File: config.mk
export PLATFORM = sky130hd
export DESIGN_NAME = key_emu_flat
export DESIGN_NICKNAME = d
export VERILOG_FILES = /design/src/rtl/key_emu_if.sv /design/src/rtl/key_emu.sv /design/src/flat_wrapper.sv
export SDC_FILE = /design/constraint.sdc
export NUM_CORES = 1
export LEC_CHECK = 0
export BUFFER_PORTS_ARGS = -buffer_cell sky130_fd_sc_hd__buf_2
export CAP_MARGIN = 25
export CORE_MARGIN = 3
export CORE_UTILIZATION = 47
export CTS_CLUSTER_DIAMETER = 30
export DETAILED_ROUTE_END_ITERATION = 8
export HOLD_SLACK_MARGIN = 0.02
export PLACE_DENSITY = 0.73
export RECOVER_POWER = 25
export SLEW_MARGIN = 10
export SYNTH_ARGS = -nofsm -noshare
export SYNTH_HDL_FRONTEND = slang
export SYNTH_SLANG_ARGS = --single-unit
File: constraint.sdc
create_clock -name clk -period 2.6 [get_ports clk]
set_input_delay 0.26 -clock clk [delete_from_list [all_inputs] [get_ports clk]]
set_output_delay 0.26 -clock clk [all_outputs]
set_load 0.05 [all_outputs]
File: src/rtl/key_emu_if.sv
// key_emu_if: keypad row/column bus plus host key-request handshake.
`default_nettype none

interface key_emu_if;
  logic [3:0] col;
  logic [3:0] row;
  logic       key_valid;
  logic [3:0] key_code;
  logic       key_ready;
  logic       busy;
  logic       done;
  logic       pressed;

  modport master (
    output col, key_valid, key_code,
    input  row, key_ready, busy, done, pressed
  );

  modport slave (
    input  col, key_valid, key_code,
    output row, key_ready, busy, done, pressed
  );
endinterface

`default_nettype wire

File: src/rtl/key_emu.sv
// ============================================================================
// key_emu : 4x4 matrix-keypad emulator; presses a host-requested key with
//           timed hold/gap and optional contact bounce (KEY_EMU_BOUNCE_EN).
// Revision: 1.0  initial release
// ============================================================================
`default_nettype none

module key_emu #(
  parameter int TICK_DIV  = 50_000,
  parameter int BOUNCE_MS = 4,
  parameter int HOLD_MS   = 40,
  parameter int GAP_MS    = 30
) (
  input  logic      clk,
  input  logic      rst_n,
  key_emu_if.slave  bus
);

  localparam int TW   = (TICK_DIV > 1) ? $clog2(TICK_DIV) : 1;
  localparam int PM1  = (BOUNCE_MS > HOLD_MS) ? BOUNCE_MS : HOLD_MS;
  localparam int PMAX = (PM1 > GAP_MS) ? PM1 : GAP_MS;
  localparam int PW   = $clog2(PMAX + 1);

  localparam logic [TW-1:0] TICK_LAST = TW'(TICK_DIV - 1);
  localparam logic [PW-1:0] HOLD_LAST = PW'(HOLD_MS - 1);
  localparam logic [PW-1:0] GAP_LAST  = PW'(GAP_MS - 1);

  localparam logic [2:0] S_IDLE = 3'd0;
  localparam logic [2:0] S_HOLD = 3'd2;
  localparam logic [2:0] S_GAP  = 3'd4;
`ifdef KEY_EMU_BOUNCE_EN
  localparam logic [2:0] S_BOUNCE_IN  = 3'd1;
  localparam logic [2:0] S_BOUNCE_OUT = 3'd3;
  localparam logic [PW-1:0] BOUNCE_LAST = PW'(BOUNCE_MS - 1);
  localparam logic [2:0] S_FIRST = S_BOUNCE_IN;
`else
  localparam logic [2:0] S_FIRST = S_HOLD;
`endif

  logic [2:0]    state, state_nx;
  logic [TW-1:0] tick_cnt;
  logic [PW-1:0] ph_cnt;
  logic [1:0]    row_sel, col_sel;
  logic          contact, contact_nx;
  logic          done_q, done_nx;
  logic          ready, accept, tick;
  logic [3:0]    row_drv;

  assign ready  = (state == S_IDLE) && !done_q;
  assign accept = bus.key_valid && ready;
  assign tick   = (state != S_IDLE) && (tick_cnt == TICK_LAST);

  always_comb begin
    state_nx   = state;
    contact_nx = 1'b0;
    done_nx    = 1'b0;
    case (state)
      S_IDLE: if (accept) state_nx = S_FIRST;
`ifdef KEY_EMU_BOUNCE_EN
      S_BOUNCE_IN: begin
        contact_nx = ~ph_cnt[0];
        if (tick && ph_cnt == BOUNCE_LAST) state_nx = S_HOLD;
      end
      S_HOLD: begin
        contact_nx = 1'b1;
        if (tick && ph_cnt == HOLD_LAST) state_nx = S_BOUNCE_OUT;
      end
      S_BOUNCE_OUT: begin
        contact_nx = ph_cnt[0];
        if (tick && ph_cnt == BOUNCE_LAST) state_nx = S_GAP;
      end
`else
      S_HOLD: begin
        contact_nx = 1'b1;
        if (tick && ph_cnt == HOLD_LAST) state_nx = S_GAP;
      end
`endif
      S_GAP: begin
        if (tick && ph_cnt == GAP_LAST) begin
          state_nx = S_IDLE;
          done_nx  = 1'b1;
        end
      end
      default: state_nx = S_IDLE;
    endcase
  end

  // Contact is registered so the key reads as pressed one clk after acceptance.
  always_ff @(posedge clk or negedge rst_n) begin
    if (!rst_n) begin
      state    <= S_IDLE;
      contact  <= 1'b0;
      done_q   <= 1'b0;
      tick_cnt <= '0;
      ph_cnt   <= '0;
      row_sel  <= 2'd0;
      col_sel  <= 2'd0;
    end else begin
      state   <= state_nx;
      contact <= contact_nx;
      done_q  <= done_nx;
      if (accept) begin
        row_sel  <= bus.key_code[3:2];
        col_sel  <= bus.key_code[1:0];
        tick_cnt <= '0;
        ph_cnt   <= '0;
      end else if (state == S_IDLE) begin
        tick_cnt <= '0;
        ph_cnt   <= '0;
      end else begin
        tick_cnt <= tick ? '0 : tick_cnt + 1'b1;
        if (state_nx != state)
          ph_cnt <= '0;
        else if (tick)
          ph_cnt <= ph_cnt + 1'b1;
      end
    end
  end

  always_comb begin
    row_drv = 4'b1111;
    if (contact && !bus.col[col_sel])
      row_drv[row_sel] = 1'b0;
  end

  assign bus.row       = row_drv;
  assign bus.key_ready = ready;
  assign bus.busy      = !ready;
  assign bus.done      = done_q;
  assign bus.pressed   = contact;

endmodule

`default_nettype wire

File: src/flat_wrapper.sv
// flat-port wrapper written by rule: the top's interface ports become plain ports
module key_emu_flat 
#(
  parameter int TICK_DIV  = 50_000,
  parameter int BOUNCE_MS = 4,
  parameter int HOLD_MS   = 40,
  parameter int GAP_MS    = 30
)
  (clk, rst_n, bus_col, bus_key_valid, bus_key_code, bus_row, bus_key_ready, bus_busy, bus_done, bus_pressed);
  key_emu_if bus_i ();
  input  logic clk;
  input  logic rst_n;
  input wire logic [$bits(bus_i.col)-1:0] bus_col;
  input wire logic [$bits(bus_i.key_valid)-1:0] bus_key_valid;
  input wire logic [$bits(bus_i.key_code)-1:0] bus_key_code;
  output wire logic [$bits(bus_i.row)-1:0] bus_row;
  output wire logic [$bits(bus_i.key_ready)-1:0] bus_key_ready;
  output wire logic [$bits(bus_i.busy)-1:0] bus_busy;
  output wire logic [$bits(bus_i.done)-1:0] bus_done;
  output wire logic [$bits(bus_i.pressed)-1:0] bus_pressed;
  assign bus_i.col = bus_col;
  assign bus_i.key_valid = bus_key_valid;
  assign bus_i.key_code = bus_key_code;
  assign bus_row = bus_i.row;
  assign bus_key_ready = bus_i.key_ready;
  assign bus_busy = bus_i.busy;
  assign bus_done = bus_i.done;
  assign bus_pressed = bus_i.pressed;
  key_emu #(.TICK_DIV(TICK_DIV), .BOUNCE_MS(BOUNCE_MS), .HOLD_MS(HOLD_MS), .GAP_MS(GAP_MS)) u_core (.clk(clk), .rst_n(rst_n), .bus(bus_i));
endmodule
# Yosys cells after proc, flatten, opt, wreduce, memory -nomap -nowiden
# Index checks and enable logic that the tools add are counted.
# classes
addsub	2
n_lt_le_gt_ge	3
eq_ne	6
mux	19
n_bitwise	1
reduce_logical	13
# ops
cell	n
2-to-1 mux 16 bit	3
2-to-1 mux 6 bit	4
adder 16 x 1 -> 16 bit (second input constant)	1
== test 16 bit (second input constant)	1
2-to-1 mux 3 bit	3
case mux 3 bit (3 select lines)	1
logical AND 1 bit	7
adder 6 x 1 -> 6 bit (second input constant)	1
== test 6 x 5 -> 1 bit (second input constant)	1
== test 6 bit (second input constant)	1
less-than comparator 2 x 3 -> 1 bit (second input constant)	2
2-to-1 mux 1 bit	5
2-to-1 mux 4 bit	1
inverter 4 bit	1
nonzero test 4 bit	1
== test 3 x 2 -> 1 bit (second input constant)	1
== test 3 bit (second input constant)	1
logical NOT 1 bit	3
logical NOT 3 bit	1
inequality test 3 bit	1
nonzero test 3 bit	1
binary-select mux 1 bit (select 2 bit)	1
demux 1 bit (select 2 bit)	1
>= comparator 2 x 1 -> 1 bit (second input constant)	1
# totals
ff_bits	31
in_bits	11
out_inout_bits	8

# Logic depth before layout (Yosys ltp)
# logic_depth
word_depth	9
depth_mapped	7

# Worst setup path before layout
# No wires, ideal clock.
# synth_path
path_type	register to output
startpoint	register u_core.state[1]
endpoint	output bus_busy
t_arrival_ns	2.053
required_time_ns	2.340
setup_slack_ns	0.287
stages_incl_launch_ff	5
path_buffers	1
cell_sequence	dfrtp_1 > or3_1 > clkbuf_1 > nor2_1 > inv_1
# synth_between
elab_chain_cells	3
# synth_rtl
item	line_no	source
start: declaration	key_emu.sv:40	logic [2:0] state, state_nx;
start signal: assignment	key_emu.sv:99	state <= state_nx;
logical NOT 3 bit	key_emu.sv:49	assign ready = (state == S_IDLE) && !done_q;
logical AND 1 bit	key_emu.sv:49	
named net bus_key_ready	flat_wrapper.sv:17	output wire logic [$bits(bus_i.key_ready)-1:0] bus_key_ready;
logical NOT 1 bit	key_emu.sv:128	assign bus.busy = !ready;
end: declaration	flat_wrapper.sv:18	output wire logic [$bits(bus_i.busy)-1:0] bus_busy;
# The timed path passes the listed nets, and every way through them passes these cells.

# Worst setup path in the final report
# layout_path
startpoint	register u_core.col_sel[0]
endpoint	output bus_row[0]
# layout_between
elab_chain_cells	5
# layout_rtl
item	line_no	source
start: declaration	key_emu.sv:43	logic [1:0] row_sel, col_sel;
start signal: assignment	key_emu.sv:104	col_sel <= bus.key_code[1:0];
binary-select mux 1 bit (select 2 bit)	key_emu.sv:122	if (contact && !bus.col[col_sel])
2-to-1 mux 1 bit (implied by the code)	key_emu.sv:122	
logical NOT 1 bit	key_emu.sv:122	
logical AND 1 bit	key_emu.sv:122	
2-to-1 mux 4 bit	key_emu.sv:122	
end: declaration	flat_wrapper.sv:16	output wire logic [$bits(bus_i.row)-1:0] bus_row;
# Every way passes these cells. The select of a mux whose other input is x is not followed.

==> summary.txt <==
Clock tree
  • Sink Count: 31
  • Root buf cell: clkbuf_4
  • Longest Clk Path Bufs: 2
  • Clk Latency, worst-skew pair: between 0.3 and 0.4 ns
  • Post-cts resize count: 0
  • Post-CTS Setup Bufs: 0
  • CTS buffer count: 5
  • Htree depth: 2
  • Clock transition at path regs: 0.10 ns
  • CTS tree: done

Timing
  • Final worst-path cycle share: 86.1%
  • Headroom to the max-slew limit: -7.35%
  • Max Clk Rate: ~0.45 GHz
  • Unrepaired setup endpoints after global routing: false
  • Final hold slack: around 0.15 ns
  • Final setup violation count: 0
  • Worst-margin pin slew: around 1.6 ns
  • Slew Limit Fails: 32
  • Setup ws final: 0.361 ns
  • Post-route setup TNS: 0 ns
  • Final Critical Period: 2.24 ns
  • Final hold vios: 0
  • Final Skew: around 0.009 ns

Yosys
  • Post-synthesis sequential area ratio: 47.4%
  • Syn Std Cell Area: ~1600 µm²
  • Mapped Avg Cell Area: between 10 and 15 µm²
  • Post-synth EDFFs: 0
  • Post-synthesis cell type count: 45
  • Synth warn: 0
  • Syn nets: 170
  • FF+latch count, synth: 31
  • Post-synth top flop: dfrtp_1
  • Async SR Flop Fraction: 100%
  • Post-Synthesis Cells: 156

Power
  • Pwr Density: about 580 nW/µm²
  • Leak Pwr: about 0.0008 µW
  • Worst VDD drop: just under 300 µV

Detailed routing
  • DRC: 0
  • WL/cell: roughly 15 µm
  • Total detailed-routing wirelength: between 3000 and 4000 µm
  • Final ANT Viol Nets: 0
  • Via density per instance: about 5.7
  • Total number of vias: ~1300
  • Drt pass-1 iters: 4
  • First DRT Iteration DRCs: 53

Finish
  • Share of cells above drive strength 1: approximately 23%
  • Final Net Count: roughly 190
  • Fin area: 1850 µm²
  • N_diodes: 0
  • Most common cell after layout, fill and taps aside: dfrtp_1
  • Post-Layout Cell Count: 223
  • Fill cells: 292
  • Most frequent cells in the layout: dfrtp_1, nor2_1, buf_2
  • Area grow syn2layout: 12.8%

Min path
  • Hold EP: u_core.col_sel[0]
  • Worst hold start: bus_key_code[0]
  • Hold Path Cell Cnt: 2
  • Hold Crit Class: primary input to register

Run
  • Max-cap violations: 1

Floorplanning
  • Core area: between 3000 and 4000 µm²
  • Initial core utilization: 51.5%
  • Chip Height: 65.0 µm
  • Row Count: 20
  • Die W: ~65 µm
  • Die area: around 4200 µm²
  • Io pins: 19

GRT
  • Tot GR Track Use: between 10% and 20%
  • Initial antenna violation count: 0
  • Vias in the first global route: about 1200
  • Gr ovfl total: 0
  • First-pass GRT wire length: slightly below 6000 µm
  • Largest net degree at the start of global routing: 32

Critical path
  • Crit. End Element: output port
  • Crit Path Category: register to output port
  • FF-to-FF path depth: 5
  • FF-to-FF End: u_core.ph_cnt[5]
  • FF-to-FF setup slack: 0.72 ns
  • CP startpoint kind: register
  • CP required: ~2.3 ns
  • R2R Path Start: u_core.tick_cnt[0]
  • CP max FO: 3
  • CP arrival: roughly 2 ns

Outcome
  • Violated checks: max-capacitance violations, max-slew violations
  • Status: finished, violations left

Place
  • DP Worst Slack: 0.709 ns
  • Placed insts: 214
  • Port Buf Inserts: 18
  • RePlAce Congestion: just under 0.9
  • DP HPWL: 2340 µm
  • Dpl cell area: 1750 µm²
## logic make-up after synthesis
| family | synth area share, % |
|---|---|
| AOI/OAI and AO/OA | 7.95 |
| xor gates and xnor gates | 6.96 |
| adders and majority gates | 2.29 |
| buffers and inverters | 2.83 |
| DFF | 47.4 |
| muxes | 4.13 |
| other | 0.229 |
| and+or+nand+nor | 28.2 |
## layout make-up
class,instances,area [µm²],share of cell area (%)
clock buffer,6,51.3,2.78
clock inverter,2,35.0,1.90
inverter,4,15.0,0.814
multi-input combinational,117,815,44.1
sequential,31,776,42.0
tap,44,55.1,2.98
timing repair buffer,19,98.8,5.36
## worst max-delay path, cell delays in order, from the launching register on
cell,delay (ns)
dfrtp_1,0.39
mux4_2,0.51
nor2b_1,0.24
nor2b_1,0.23
nand2b_1,0.07
buf_2,0.21
## report_power, final
group	internal [µW]	total (µW)	switching [µW]
Sequential	517	552	35.1
Combinational	55.5	127	72.0
Clock	227	395	168
Total	799	1070	275
## cells in the mapped netlist, types with 2 or more instances
master    count  area [µm²]
dfrtp_1      31         776
buf_6         2        22.5
or3_1         3        18.8
nand4_1       8        50.1
mux2_2        4        45.0
xor2_1        6        52.6
nor2b_1       2        12.5
and3_1        5        31.3
nor3_1        3        15.0
a22oi_1       3        22.5
o21ai_0       6        30.0
nand3b_1      3        22.5
a21oi_1       4        20.0
nand3_1       8        40.0
ha_1          3        37.5
nor2_1       18        67.6
inv_1         4        15.0
nand2_1       8        30.0
xnor2_1       7        61.3
or3_2         3        22.5
## registers in the layout (all words and copies together) (netlist names)
| register | flops |
|---|---|
| u_core.col_sel | 2 |
| u_core.state | 3 |
| u_core.row_sel | 2 |
| u_core.ph_cnt | 6 |
| u_core.tick_cnt | 16 |
| u_core.bus.done | 1 |
| u_core.bus.pressed | 1 |
## metal layers
metal	global-route usage [%]	routed length, µm
met1	23.8	1520
met5	0	0
met4	6.22	51
met2	27.6	1510
met3	5.03	173
## metrics by stage
stage               power, µW  util, %
finish                   1070     58.1
global route             1130     58.1
CTS                      1090     58.1
detailed placement        691     55.1
global placement          684     55.1
floorplan                 647        -
## how the worst max path moves through the flow
| stage | from | cells after the start | end |
|---|---|---|---|
| 2_1_floorplan | u_core.state[1] | 4 | bus_busy |
| 3_3_place_gp | u_core.tick_cnt[0] | 5 | u_core.ph_cnt[3] |
| 3_5_place_dp | u_core.col_sel[0] | 5 | bus_row[0] |
| 4_1_cts | u_core.col_sel[0] | 5 | bus_row[0] |
| 5_1_grt | u_core.col_sel[0] | 5 | bus_row[0] |
| 6_report | u_core.col_sel[0] | 5 | bus_row[0] |
## repair_timing
action                     4_1_cts  5_1_grt
hold buffers                     1        0
hold endpoints to repair        31        0
setup endpoints to repair        0        0
Power figures use the tool's default switching activity.
